`src/rtl/time_tmr_pkg.sv`:
```
// -----------------------------------------------------------------------------
// time_tmr_pkg
// Shared constants and id-field helpers for the temporal TMR start/end blocks.
// An element id is split as:
//   id[ReplicaIdxWidth-1:0]  replica index (0,1,2)
//   id[IDSize-1:2]           element sequence number
// Helpers take and return 32-bit values; callers cast to their own widths.
// -----------------------------------------------------------------------------
package time_tmr_pkg;

    localparam int unsigned NumReplicas     = 3;
    localparam int unsigned ReplicaIdxWidth = 2;

    // Replica index field, zero-extended to 32 bits.
    function automatic logic [31:0] id_replica(input logic [31:0] id);
        return id & 32'((1 << ReplicaIdxWidth) - 1);
    endfunction

    // Sequence number field, right-aligned.
    function automatic logic [31:0] id_seq(input logic [31:0] id);
        return id >> ReplicaIdxWidth;
    endfunction

endpackage

```
`src/rtl/time_tmr_voter.sv`:
```
// -----------------------------------------------------------------------------
// time_tmr_voter
// Combinational 2-of-3 vote over a window of three entries.
// Ports:
//   i_data/i_seq/i_rep/i_vld : window entries, index 0 is the newest
//   o_match                  : at least two valid entries agree on seq and data
//   o_data/o_seq             : the agreeing value (meaningful when o_match)
//   o_unanimous              : all three agree and carry replicas 0,1,2
// -----------------------------------------------------------------------------
module time_tmr_voter
    import time_tmr_pkg::*;
#(
    parameter type         DataType = logic [7:0],
    parameter int unsigned SeqW     = 3
) (
    input  DataType                     i_data [NumReplicas],
    input  logic [SeqW-1:0]             i_seq  [NumReplicas],
    input  logic [ReplicaIdxWidth-1:0]  i_rep  [NumReplicas],
    input  logic                        i_vld  [NumReplicas],
    output logic                        o_match,
    output DataType                     o_data,
    output logic [SeqW-1:0]             o_seq,
    output logic                        o_unanimous
);

    logic       w_m01, w_m02, w_m12;
    logic [2:0] w_rep_set;

    assign w_m01 = i_vld[0] & i_vld[1] & (i_seq[0] == i_seq[1]) & (i_data[0] == i_data[1]);
    assign w_m02 = i_vld[0] & i_vld[2] & (i_seq[0] == i_seq[2]) & (i_data[0] == i_data[2]);
    assign w_m12 = i_vld[1] & i_vld[2] & (i_seq[1] == i_seq[2]) & (i_data[1] == i_data[2]);

    // At most one distinct agreeing value can exist in three entries,
    // so entry 0 is the answer whenever it is part of any matching pair.
    assign o_match = w_m01 | w_m02 | w_m12;
    assign o_data  = (w_m01 | w_m02) ? i_data[0] : i_data[1];
    assign o_seq   = (w_m01 | w_m02) ? i_seq[0]  : i_seq[1];

    // One-hot OR of replica indices; all three present gives 3'b111.
    assign w_rep_set   = (3'b001 << i_rep[0]) | (3'b001 << i_rep[1]) | (3'b001 << i_rep[2]);
    assign o_unanimous = w_m01 & w_m12 & (w_rep_set == 3'b111);

endmodule

```
`src/rtl/time_tmr_end.sv`:
```
// -----------------------------------------------------------------------------
// time_tmr_end
// Temporal TMR end stage: collects three time-multiplexed replicas of each
// element, votes 2-of-3, forwards one result per element downstream.
// Ports:
//   clk_i, rst_ni            clock, asynchronous active-low reset
//   enable_i                 redundancy enable (0: combinational pass-through)
//   data_i/id_i/valid_i      upstream payload, id {seq, replica}, valid
//   ready_o                  upstream ready
//   data_o/valid_o/ready_i   downstream handshake
//   lock_o                   hold the upstream arbiter on this source
//   fault_detected_o         one-cycle fault pulse
// Optional: define TIME_TMR_END_ASSERTIONS_EN to include runtime assertions.
// -----------------------------------------------------------------------------
module time_tmr_end
    import time_tmr_pkg::*;
#(
    parameter type         DataType    = logic [7:0],
    parameter int unsigned IDSize      = 5,
    parameter int unsigned LockTimeout = 4
) (
    input  logic              clk_i,
    input  logic              rst_ni,
    input  logic              enable_i,
    input  DataType           data_i,
    input  logic [IDSize-1:0] id_i,
    input  logic              valid_i,
    output logic              ready_o,
    output DataType           data_o,
    output logic              valid_o,
    input  logic              ready_i,
    output logic              lock_o,
    output logic              fault_detected_o
);

    localparam int unsigned SeqW = IDSize - ReplicaIdxWidth;
    localparam int unsigned CntW = $clog2(LockTimeout + 1);

    // The vote window is the incoming entry plus the two previous accepts;
    // the oldest of the three is dropped by the shift, so only two are stored.
    DataType                    r_win_data [2];
    logic [SeqW-1:0]            r_win_seq  [2];
    logic [ReplicaIdxWidth-1:0] r_win_rep  [2];
    logic                       r_win_vld  [2];

    logic                       r_valid;
    DataType                    r_data;
    logic                       r_last_vld;
    logic [SeqW-1:0]            r_last_seq;
    logic                       r_lock_rep;
    logic [CntW-1:0]            r_cnt;
    logic                       r_fault;

    logic [SeqW-1:0]            w_in_seq;
    logic [ReplicaIdxWidth-1:0] w_in_rep;
    DataType                    w_nxt_data [NumReplicas];
    logic [SeqW-1:0]            w_nxt_seq  [NumReplicas];
    logic [ReplicaIdxWidth-1:0] w_nxt_rep  [NumReplicas];
    logic                       w_nxt_vld  [NumReplicas];
    logic                       w_match, w_unanimous;
    DataType                    w_vote_data;
    logic [SeqW-1:0]            w_vote_seq;
    logic                       w_accept, w_load, w_fault_rep2, w_timeout;

    assign w_in_seq = SeqW'(id_seq(32'(id_i)));
    assign w_in_rep = ReplicaIdxWidth'(id_replica(32'(id_i)));

    assign w_nxt_data[0] = data_i;        assign w_nxt_seq[0] = w_in_seq;
    assign w_nxt_rep[0]  = w_in_rep;      assign w_nxt_vld[0] = 1'b1;
    assign w_nxt_data[1] = r_win_data[0]; assign w_nxt_seq[1] = r_win_seq[0];
    assign w_nxt_rep[1]  = r_win_rep[0];  assign w_nxt_vld[1] = r_win_vld[0];
    assign w_nxt_data[2] = r_win_data[1]; assign w_nxt_seq[2] = r_win_seq[1];
    assign w_nxt_rep[2]  = r_win_rep[1];  assign w_nxt_vld[2] = r_win_vld[1];

    time_tmr_voter #(.DataType(DataType), .SeqW(SeqW)) u_voter (
        .i_data      (w_nxt_data),
        .i_seq       (w_nxt_seq),
        .i_rep       (w_nxt_rep),
        .i_vld       (w_nxt_vld),
        .o_match     (w_match),
        .o_data      (w_vote_data),
        .o_seq       (w_vote_seq),
        .o_unanimous (w_unanimous)
    );

    assign w_accept     = enable_i & valid_i & ready_o;
    // Agreement on an already emitted sequence is a duplicate or late replica.
    assign w_load       = w_accept & w_match & (~r_last_vld | (w_vote_seq != r_last_seq));
    assign w_fault_rep2 = w_accept & (w_in_rep == 2'd2) & ~w_unanimous;
    // Fires on the edge where the counter would reach LockTimeout.
    assign w_timeout    = r_lock_rep & ~w_accept & (r_cnt == CntW'(LockTimeout - 1));

    always_ff @(posedge clk_i or negedge rst_ni) begin
        if (!rst_ni) begin
            for (int i = 0; i < 2; i++) begin
                r_win_data[i] <= '0;
                r_win_seq[i]  <= '0;
                r_win_rep[i]  <= '0;
                r_win_vld[i]  <= 1'b0;
            end
            r_valid    <= 1'b0;
            r_data     <= '0;
            r_last_vld <= 1'b0;
            r_last_seq <= '0;
            r_lock_rep <= 1'b0;
            r_cnt      <= '0;
            r_fault    <= 1'b0;
        end else if (!enable_i) begin
            r_win_vld[0] <= 1'b0;
            r_win_vld[1] <= 1'b0;
            r_valid      <= 1'b0;
            r_last_vld   <= 1'b0;
            r_lock_rep   <= 1'b0;
            r_cnt        <= '0;
            r_fault      <= 1'b0;
        end else begin
            if (w_accept) begin
                r_win_data[1] <= r_win_data[0]; r_win_data[0] <= data_i;
                r_win_seq[1]  <= r_win_seq[0];  r_win_seq[0]  <= w_in_seq;
                r_win_rep[1]  <= r_win_rep[0];  r_win_rep[0]  <= w_in_rep;
                r_win_vld[1]  <= r_win_vld[0];  r_win_vld[0]  <= 1'b1;
                r_cnt         <= '0;
                r_lock_rep    <= (w_in_rep != 2'd2);
            end else begin
                if (r_cnt != CntW'(LockTimeout)) r_cnt <= r_cnt + 1'b1;
                if (w_timeout) r_lock_rep <= 1'b0;
            end
            // Load has priority so a new result can replace one draining now.
            if (w_load) begin
                r_valid    <= 1'b1;
                r_data     <= w_vote_data;
                r_last_vld <= 1'b1;
                r_last_seq <= w_vote_seq;
            end else if (r_valid && ready_i) begin
                r_valid <= 1'b0;
            end
            r_fault <= w_fault_rep2 | w_timeout;
        end
    end

    assign ready_o          = enable_i ? (~r_valid | ready_i) : ready_i;
    assign valid_o          = enable_i ? r_valid : valid_i;
    assign data_o           = enable_i ? r_data  : data_i;
    assign lock_o           = enable_i & r_lock_rep;
    assign fault_detected_o = enable_i & r_fault;

`ifdef TIME_TMR_END_ASSERTIONS_EN
    a_params: assert property (@(posedge clk_i) (IDSize >= 3) && (LockTimeout >= 1));
    a_stall: assert property (@(posedge clk_i) disable iff (!rst_ni)
        (enable_i && r_valid && !ready_i) |=> (!enable_i || (r_valid && $stable(r_data))));
    a_rep: assert property (@(posedge clk_i) disable iff (!rst_ni)
        (enable_i && valid_i) |-> (w_in_rep != 2'd3));
`endif

endmodule

```
`config.mk`:
```
export PLATFORM = sky130hd
export DESIGN_NAME = time_tmr_end
export DESIGN_NICKNAME = d
export VERILOG_FILES = /design/src/rtl/time_tmr_pkg.sv /design/src/rtl/time_tmr_voter.sv /design/src/rtl/time_tmr_end.sv
export SDC_FILE = /design/constraint.sdc
export NUM_CORES = 1
export LEC_CHECK = 0
export ABC_AREA = 1
export CAP_MARGIN = 20
export CELL_PAD_IN_SITES_DETAIL_PLACEMENT = 0
export CELL_PAD_IN_SITES_GLOBAL_PLACEMENT = 1
export CORE_MARGIN = 2
export CORE_UTILIZATION = 44
export CTS_CLUSTER_SIZE = 8
export DETAILED_ROUTE_END_ITERATION = 6
export GPL_TIMING_DRIVEN = 0
export HOLD_SLACK_MARGIN = 0.15
export PLACE_DENSITY_LB_ADDON = 0.2
export SLEW_MARGIN = 20
export SYNTH_ARGS = -nofsm -noshare
export SYNTH_HDL_FRONTEND = slang
export SYNTH_SLANG_ARGS = --single-unit
```
`constraint.sdc`:
```
create_clock -name clk_i -period 4.3 [get_ports clk_i]
set_clock_uncertainty 0.2 [all_clocks]
set_input_delay 0.86 -clock clk_i [delete_from_list [all_inputs] [get_ports clk_i]]
set_output_delay 0.86 -clock clk_i [all_outputs]
set_load 0.01 [all_outputs]
```
Yosys cells after proc, flatten, opt, wreduce, memory -nomap -nowiden
Cells that the tools add are included.

operators by class
  equal/unequal tests = 17
  reduce and logical (&&, ||, !) cells = 3
  shift-type cells = 3
  add/subtract/negate cells = 1
  bitwise logic cells = 30
  muxes and demuxes = 19

operator list
  operator               number
  $eq A8 B8 Y1           3
  $and A1 B1 Y1          19
  $mux W8                2
  $mux W3                4
  $mux W1                11
  $eq A3 B3 Y1           3
  $ne A3 B1 Y1 const B   3
  $shl A1 B2 Y3 const A  3
  $or A3 B3 Y3           2
  $or A1 B1 Y1           5
  $mux W2                2
  $ne A2 B1 Y1 const B   2
  $not A1 Y1             4
  $reduce_and A2 Y1      2
  $add A3 B1 Y3 const B  1
  $eq A3 B2 Y1 const B   1
  $eq A3 B3 Y1 const B   1
  $ne A3 B3 Y1           1
  $ne A3 B3 Y1 const B   1
  $eq A2 B2 Y1 const B   1
  $ne A2 B2 Y1 const B   1
  $logic_and A1 B1 Y1    1

storage, ports and cells
  register bits = 46
  input bits = 18
  output and inout bits = 12

Depth between registers and ports, before layout
  word-level depth = 10
  gate-level depth with buffers = 17

Hierarchy
From an unflattened synthesis, not the netlist that was laid out.

unflattened totals
  cell total of the unflattened synthesis = 462
  area, all modules = 3027.9 um^2

modules (own cells, without submodules)
  module          instances  area each (um^2)  sequential area each (um^2)  cells an instance
  time_tmr_end    1          2052.0            1151.1                       237
  time_tmr_voter  1          975.9             0.0                          225

Worst setup path after synthesis
OpenSTA, ideal clock, no wires.

  kind = input port to flip-flop
  start point = input port data_i[0] (netlist bit)
  end point = register r_last_vld
  data arrival time = 2080 ps
  stages on the path = 16
  path slack = 1898 ps
  cell sequence = inv_1 > nand2_1 > nand2_1 > nor2_1 > nand2_1 > nor2_1 > nand2_2 > nand2_4 > nand2_2 > nand2_1 > nor2_1 > nor2_1 > nand2_2 > nand2_4 > buf_6 > o21ai_1

on the way
  cells in the longest elaborated chain, start to end = 8

ends and longest elaborated chain
  what                                     line                                        RTL
  start: declaration                       time_tmr_end.sv:25                          input DataType data_i,
  $eq A8 B8 Y1, on equally long branches   time_tmr_voter.sv:29, time_tmr_voter.sv:30
  $and A1 B1 Y1, on equally long branches  time_tmr_voter.sv:29, time_tmr_voter.sv:30
  $or A1 B1 Y1 (*)                         time_tmr_voter.sv:35, time_tmr_voter.sv:37
  $mux W3                                  time_tmr_voter.sv:37                        assign o_seq = (w_m01 | w_m02) ? i_seq[0] : i_seq[1];
  $ne A3 B3 Y1                             time_tmr_end.sv:88                          assign w_load = w_accept & w_match & (~r_last_vld | (w_vote_seq != r_last_seq));
  $or A1 B1 Y1                             time_tmr_end.sv:88
  $and A1 B1 Y1 (*)                        time_tmr_end.sv:88
  $ne A2 B1 Y1 (no source line) (*)        -
  end signal: assignment                   time_tmr_end.sv:103                         r_last_vld <= 1'b0;
  end signal: assignment                   time_tmr_end.sv:112                         r_last_vld <= 1'b0;
  end signal: assignment                   time_tmr_end.sv:132                         r_last_vld <= 1'b1;
  end: declaration                         time_tmr_end.sv:48                          logic r_last_vld;

Every way passes the cells marked *; elsewhere a longest branch is shown, timed or not.
A chain may end at the register's enable or synchronous reset.

==> results.yml <==
power:
  sequentialPowerShare: 0.443
  p_int_mw: 0.801
  ir_drop_mv: 0.169
  p_leak_nw: 1.85
  pwr-share-clk: 0.267
  comb_power_share: 0.290
  power_mw: 1.23
  p_sw_frac: 0.351
  switchingPower_mw: 0.434
  p_per_area_mw_per_mm2: 345
synth:
  synth_top_cell_by_area: "dfrtp_1"
  synth-edff-count: 0
  netlist_area_mm2: 0.00306
  ys_warn_count: 0
  ys_seq_area_frac: 0.376
  syn_nets: 498
  syn_area_per_cell_um2: 6.41
  ys_types: 29
  synth_flop_cell: "dfrtp_1"
  yosysTopAreaCellShare: 0.376
  synthArstFlopShare: 1.00
  ys_ff_latch: 46
  ys_top_cells_by_area: "dfrtp_1 (38%), nand2_1 (24%), o21ai_0 (7.7%)"
  synthCells: 477
timing:
  setup_viol: 0
  timing.final.max_slew_violations: 0
  max_slew_margin: 0.604
  tightest_slew_ns: 0.594
  tns_ns: 0
  fin_crit_sh: 0.865
  fin_hold_ws_ns: 0.277
  rsz0062_at_grt: "no"
  max_freq_mhz: 269
  layout_min_cycle_time_ns: 3.72
  hold_violations: 0
drt:
  ant_nets: 0
  wl_um: 8460
  initialDrtViolationCount: 211
  routed_via_density: 5.17
  drc: 0
  dr.pass1.iters: 6
  wl_per_cell_um: 14.2
  vias: 3077
clock_network:
  clk_path_buf_depth: 2
  cts.root.buffer_cell: "clkbuf_8"
  clk_latency_ns: 0.31
  cts_setup_buffers: 0
  cts_resized: 0
  cts_tree: "yes"
  cts_hold_buf: 0
  numCtsBuffers: 5
  cts.clk_slew.worst_paths_ns: 0.09
  clock-sinks: 46
  cts_htree_levels: 2
setup_path:
  cp-start-kind: "primary input"
  cp_num_buf_inv: 3
  crit_chain: "clkdlybuf4s50_1 -> clkbuf_1 -> nand2_1 -> o21ai_0 -> clkdlybuf4s50_1"
  endpoint_kind: "primary output"
  crit_arrival_ns: 2.66
  critical-path-top-delay-family: "buffers and inverters"
  critical-path-slowest-cell: "clkdlybuf4s50_1"
  slowest_delay_ns: 0.61
  required_ns: 3.24
  worstSetupPathType: "primary input to primary output"
  cp_common_cell: "clkdlybuf4s50_1"
  crit_fanout: 10
global_route:
  antenna_found_initial: 0
  grt_use_total: 0.239
  grt_pass1_vias: 2801
  grt-ovfl-total: 0
  grt_max_degree: 30
  grt_pass1_wl_um: 13800
place:
  portBuffers: 29
  hpwl_um: 6690
  place.gp.congestion: 0.899
flow_run:
  drv_cap: 0
layout:
  layout_common_cells: "nand2_1 (193), inv_1 (54), o21ai_0 (47), dfrtp_1 (46), nand3_1 (38)"
  layout.nets: 535
  layout-drive-gt1-share: 0.0563
  layout-area-overhead-vs-synth_pct: 16.9
  final_common_cell: "nand2_1"
  n_antenna_cell: 0
die:
  die_x_um: 87.4
  die_h_um: 87.4
  design.portCount: 30
  floorplan.rows: 30
  coreArea_mm2: 0.00676
  initial_core_util: 0.453
  dieArea_mm2: 0.00764
run_status:
  status: "finished clean"
hold_path:
  hp-class: "flop to flop"
-- per-layer routing --
metal / global-route usage / wire [um]
met1: 0.351 / 4200
met2: 0.377 / 3790
met3: 0.0360 / 404
met4: 0.0420 / 69
met5: 0 / 0
-- final cells by class --
cell class / instances / area, um2
Buffer: 12 / 61.3
Timing Repair Buffer: 30 / 305
Sequential cell: 46 / 1150
Inverter: 62 / 233
Clock inverter: 2 / 37.5
Clock buffer: 6 / 72.6
Fill cell: 684 / 3180
Tap cell: 80 / 100
Multi-Input combinational cell: 357 / 1610
-- state kept, by name, summed over array words and instances, names as in the netlist --
| name | cells |
|---|---|
| r_cnt | 3 |
| r_data | 8 |
| r_fault | 1 |
| r_last_seq | 3 |
| r_last_vld | 1 |
| r_lock_rep | 1 |
| r_valid | 1 |
| r_win_data | 16 |
| r_win_rep | 4 |
| r_win_seq | 6 |
| r_win_vld | 2 |
-- cells in the mapped netlist (4+ instances only) --
library cell    n
o21ai_0        47
nand4_1         4
dfrtp_1        46
nand3_1        38
clkbuf_1        8
inv_1          54
inv_2           8
xnor2_1         6
nand2_2         5
nand2_1       193
nor2_1         34
-- per-stage QoR --
| stage | cell area (um2) | utilization | std cells | setup WS, ns |
|---|---|---|---|---|
| 5_1_grt | 3570 | 0.529 | 595 | 0.461 |
| 3_3_place_gp | 3450 | 0.511 | 586 | 0.574 |
| 4_1_cts | 3570 | 0.529 | 595 | 0.568 |
| 6_report | 3570 | 0.529 | 595 | 0.582 |
| 3_5_place_dp | 3460 | 0.513 | 587 | 0.571 |
| 2_1_floorplan | 3060 | - | 477 | 1.90 |
-- power groups by stage --
| stage | logic [mW] | clock network [mW] | registers [mW] |
|---|---|---|---|
| 6_report | 0.358 | 0.330 | 0.547 |
| 5_1_grt | 0.412 | 0.351 | 0.557 |
| 3_3_place_gp | 0.351 | 0 | 0.552 |
| 2_1_floorplan | 0.243 | 0 | 0.541 |
| 3_5_place_dp | 0.357 | 0 | 0.554 |
| 4_1_cts | 0.359 | 0.336 | 0.546 |
-- cell families (layout without fill, tap and decap cells) --
| group | count (synthesis) | in the layout | share of synthesized area |
|---|---|---|---|
| and+or+nand+nor | 289 | 289 | 0.394 |
| buffers and inverters | 74 | 112 | 0.0961 |
| AOI/OAI and AO/OA | 56 | 56 | 0.0953 |
| DFF | 46 | 46 | 0.376 |
| xor gates and xnor gates | 9 | 9 | 0.0258 |
| adders and majority gates | 3 | 3 | 0.0123 |
-- tightest hold or removal path, cell delays in order, from the launching register on --
cell	delay, ns
dfrtp_1	0.35
nand2_1	0.05
nand2_1	0.04
-- path summary, 6_finish.rpt --
| check | start | to | slack, ns | cells past startpoint |
|---|---|---|---|---|
| worst max-delay path | enable_i | data_o[3] | 0.58 | 5 |
| worst max register to register | r_win_seq[5]$_DFFE_PN0P_ | r_data[1]$_DFFE_PN0P_ | 1.82 | 11 |
| worst min-delay path | r_data[1]$_DFFE_PN0P_ | r_data[1]$_DFFE_PN0P_ | 0.28 | 2 |
| max in group asynchronous | rst_ni | r_win_seq[4]$_DFFE_PN0P_ | 3.08 | 2 |
| worst min register to register | r_data[1]$_DFFE_PN0P_ | r_data[1]$_DFFE_PN0P_ | 0.28 | 2 |
| min in group asynchronous | rst_ni | r_data[4]$_DFFE_PN0P_ | 0.29 | 1 |
No activity file was read; power rests on OpenSTA's default activity.
==> RTL edit: new RTL, config.mk and constraints unchanged <==
Reset style: synchronous (`rst_ni`), changed in one clocked block. Comments in the files are not updated.
--- a/src/rtl/time_tmr_end.sv
+++ b/src/rtl/time_tmr_end.sv
@@ -90,7 +90,7 @@
     // Fires on the edge where the counter would reach LockTimeout.
     assign w_timeout    = r_lock_rep & ~w_accept & (r_cnt == CntW'(LockTimeout - 1));
 
-    always_ff @(posedge clk_i or negedge rst_ni) begin
+    always_ff @(posedge clk_i) begin
         if (!rst_ni) begin
             for (int i = 0; i < 2; i++) begin
                 r_win_data[i] <= '0;
Function: differs if rst_ni is asserted again (counterexample within 4 cycles, from zero or initial values and one cycle with rst_ni low); with rst_ni held inactive, the same outputs for 4 cycles.
==> RTL edit against the original RTL <==
Critical path depth unchanged; sequential cell count unchanged; sequential power decreased by 7.1%; worst setup slack got worse by 0.0058 ns; synthesized area decreased by 0.94%; sequential share of layout area increased by 2.0 points; final area decreased by 1.6%; combinational power decreased by 49%; power decreased by 19%; first-iteration DRC count increased by 8.1%; routed wire length decreased by 2.5%; largest power group unchanged; highest routed layer unchanged.
==> RTL edit: results (changes against the original RTL) <==
Status
  • Status: finished clean

Drt
  • Drt wl/cell: 14.0 um (-1.7%)
  • Met2 wire length: 3.78 mm (about the same)
  • Met3 Wirelength: 273 um (-32%)
  • M1 wire length: 4.06 mm (-3.3%)
  • Initial DRC count: 228 (+8.1%)
  • DRT Pass-1 Iters: 4 (-2)
  • Drt via density: 4.88 (-5.6%)
  • Top routing layer used: met4

STA
  • Final Hold Fails: 0 (unchanged)
  • Fin. max-slew vios: 0 (unchanged)
  • Max_slew headroom: 0.326 (-0.278)

Finish
  • Final Non-Filler Cells: 590 (-0.84%)
  • Nets: 530 (-0.93%)
  • Layout cells sized above 1: 0.0608 (+0.00447)
  • Filler Cell Count: 691 (+1.0%)
  • Top flop regs: r_win_data: 16 flops, r_data: 8 flops, r_win_seq: 6 flops

GRT
  • Largest net degree at the start of global routing: 27 (-10%)
  • First-pass GRT wire length: 13.4 mm (-3.5%)
  • Vias in the first global route: 2716 (-3.0%)
  • Initial antenna violation count: 0 (unchanged)
  • GRT Util Overall: 0.231 (-0.00808)
  • Met2 Use GR: 0.371 (-0.00614)
  • Grt met1 use: 0.325 (-0.0264)
  • Met3 usage: 0.0294 (-0.00664)

Power and ir drop
  • Switching Fraction: 0.296 (-0.0557)
  • Peak supply drop: 0.148 mV (-12%)
  • Leak: 1.72 nW (-7.0%)
  • P_seq: 0.000508 W (-7.1%)
  • Clock network power: 0.000314 W (-5%)

Synth
  • Seq/Total Area, Yosys: 0.396 (+0.0201)
  • Commonest cells post-synth: nand2_1 (170), nor2_1 (82), inv_1 (69)
  • Yosys cell types: 25 (-14%)
  • Synth Area in Compound Gates: 0.0562 (-0.0391)
  • Number of synthesized flops with an enable pin: 28 (+28)
  • Mapped Nets: 495 (-0.60%)
  • Synth Area in XOR/XNOR: 0.0202 (-0.00554)
  • Area contributors post-synth: edfxtp_1 (28%), nand2_1 (21%), dfxtp_1 (12%)
  • Post-Syn Area per Cell: 6.39 um^2 (-0.31%)
  • Adder-Cell Fraction of Synth Area: 0.0124 (+0.000117)
  • Yosys Warn Count: 0 (unchanged)
  • Post-synth ARST share: 0 (-1.00)
  • Post-synth top flop: edfxtp_1

Critical path
  • Top fanout value on the critical path: 10 (unchanged)
  • CP Data Arrival Time: 2.66 ns (about the same)
  • Crit-path slowest cell: clkdlybuf4s50_1
  • Crit path largest cell delay: 0.56 ns (-0.05 ns)

Place
  • Dpl cells: 582 (-0.85%)
  • PortBufs: 28 (-3.4%)
  • Gpl congestion: 0.916 (+1.8%)
  • HPWL after DPL: 6.25 mm (-6.6%)

Clock network
  • Worst skew pair latency: 0.31 ns (about the same)
  • Post-CTS setup buffers: 0 (unchanged)
  • CTS buffer count: 5 (unchanged)
  • Worst-path clk slew: 0.09 ns (about the same)
  • Clock tree buffer depth: 2 (unchanged)
  • CTS Root Cell: clkbuf_8
-- RTL edit: changes by cell type after synthesis, moves of 3 or more --
cell,before,now
nand3_1,38,26
nor3b_1,3,0
clkbuf_1,8,3
o22ai_1,3,0
a21oi_1,2,7
dfrtp_1,46,0
dfxtp_1,0,18
nand2_1,193,170
inv_1,54,69
o21ai_0,47,20
nor2_1,34,82
edfxtp_1,0,28
-- RTL edit: stage by stage --
stage / total power [W] / setup WS, ns / utilization / hold slack [ns] / instance area (um^2)
after floorplan: 0.000627 / 1.73 / - / 0.240 / 3030
after global placement: 0.000697 / 0.581 / 0.508 / 0.261 / 3410
after detailed placement: 0.000698 / 0.574 / 0.508 / 0.267 / 3410
after CTS: 0.00100 / 0.552 / 0.523 / 0.289 / 3520
after global routing: 0.00105 / 0.416 / 0.523 / 0.335 / 3520
final: 0.00100 / 0.576 / 0.523 / 0.287 / 3520
-- RTL edit: final timing paths --
kind | startpoint | to | slack, ns | depth (start not counted)
worst max-delay path | enable_i | ready_o | 0.58 | 5
worst min-delay path | r_last_vld | r_last_vld | 0.29 | 2
worst max register to register | r_win_seq[0][2] | r_data[6] | 1.80 | 18
worst min register to register | r_last_vld | r_last_vld | 0.29 | 2
-- RTL edit: layout make-up --
cell class | count | area (um^2) | area share
Clock buffer | 7 | 97.6 | 0.0278
Buffer | 10 | 61.3 | 0.0174
Sequential cell | 46 | 1200 | 0.342
Multi-Input combinational cell | 339 | 1470 | 0.419
Timing Repair Buffer | 28 | 280 | 0.0797
Tap cell | 80 | 100 | 0.0285
Clock inverter | 1 | 7.51 | 0.00214
Inverter | 79 | 297 | 0.0843
-- RTL edit: tightest hold or removal path, cell delays in order (launching register included) --
cell	delay, ns
dfxtp_1	0.34
nor2_1	0.05
nor2_1	0.07
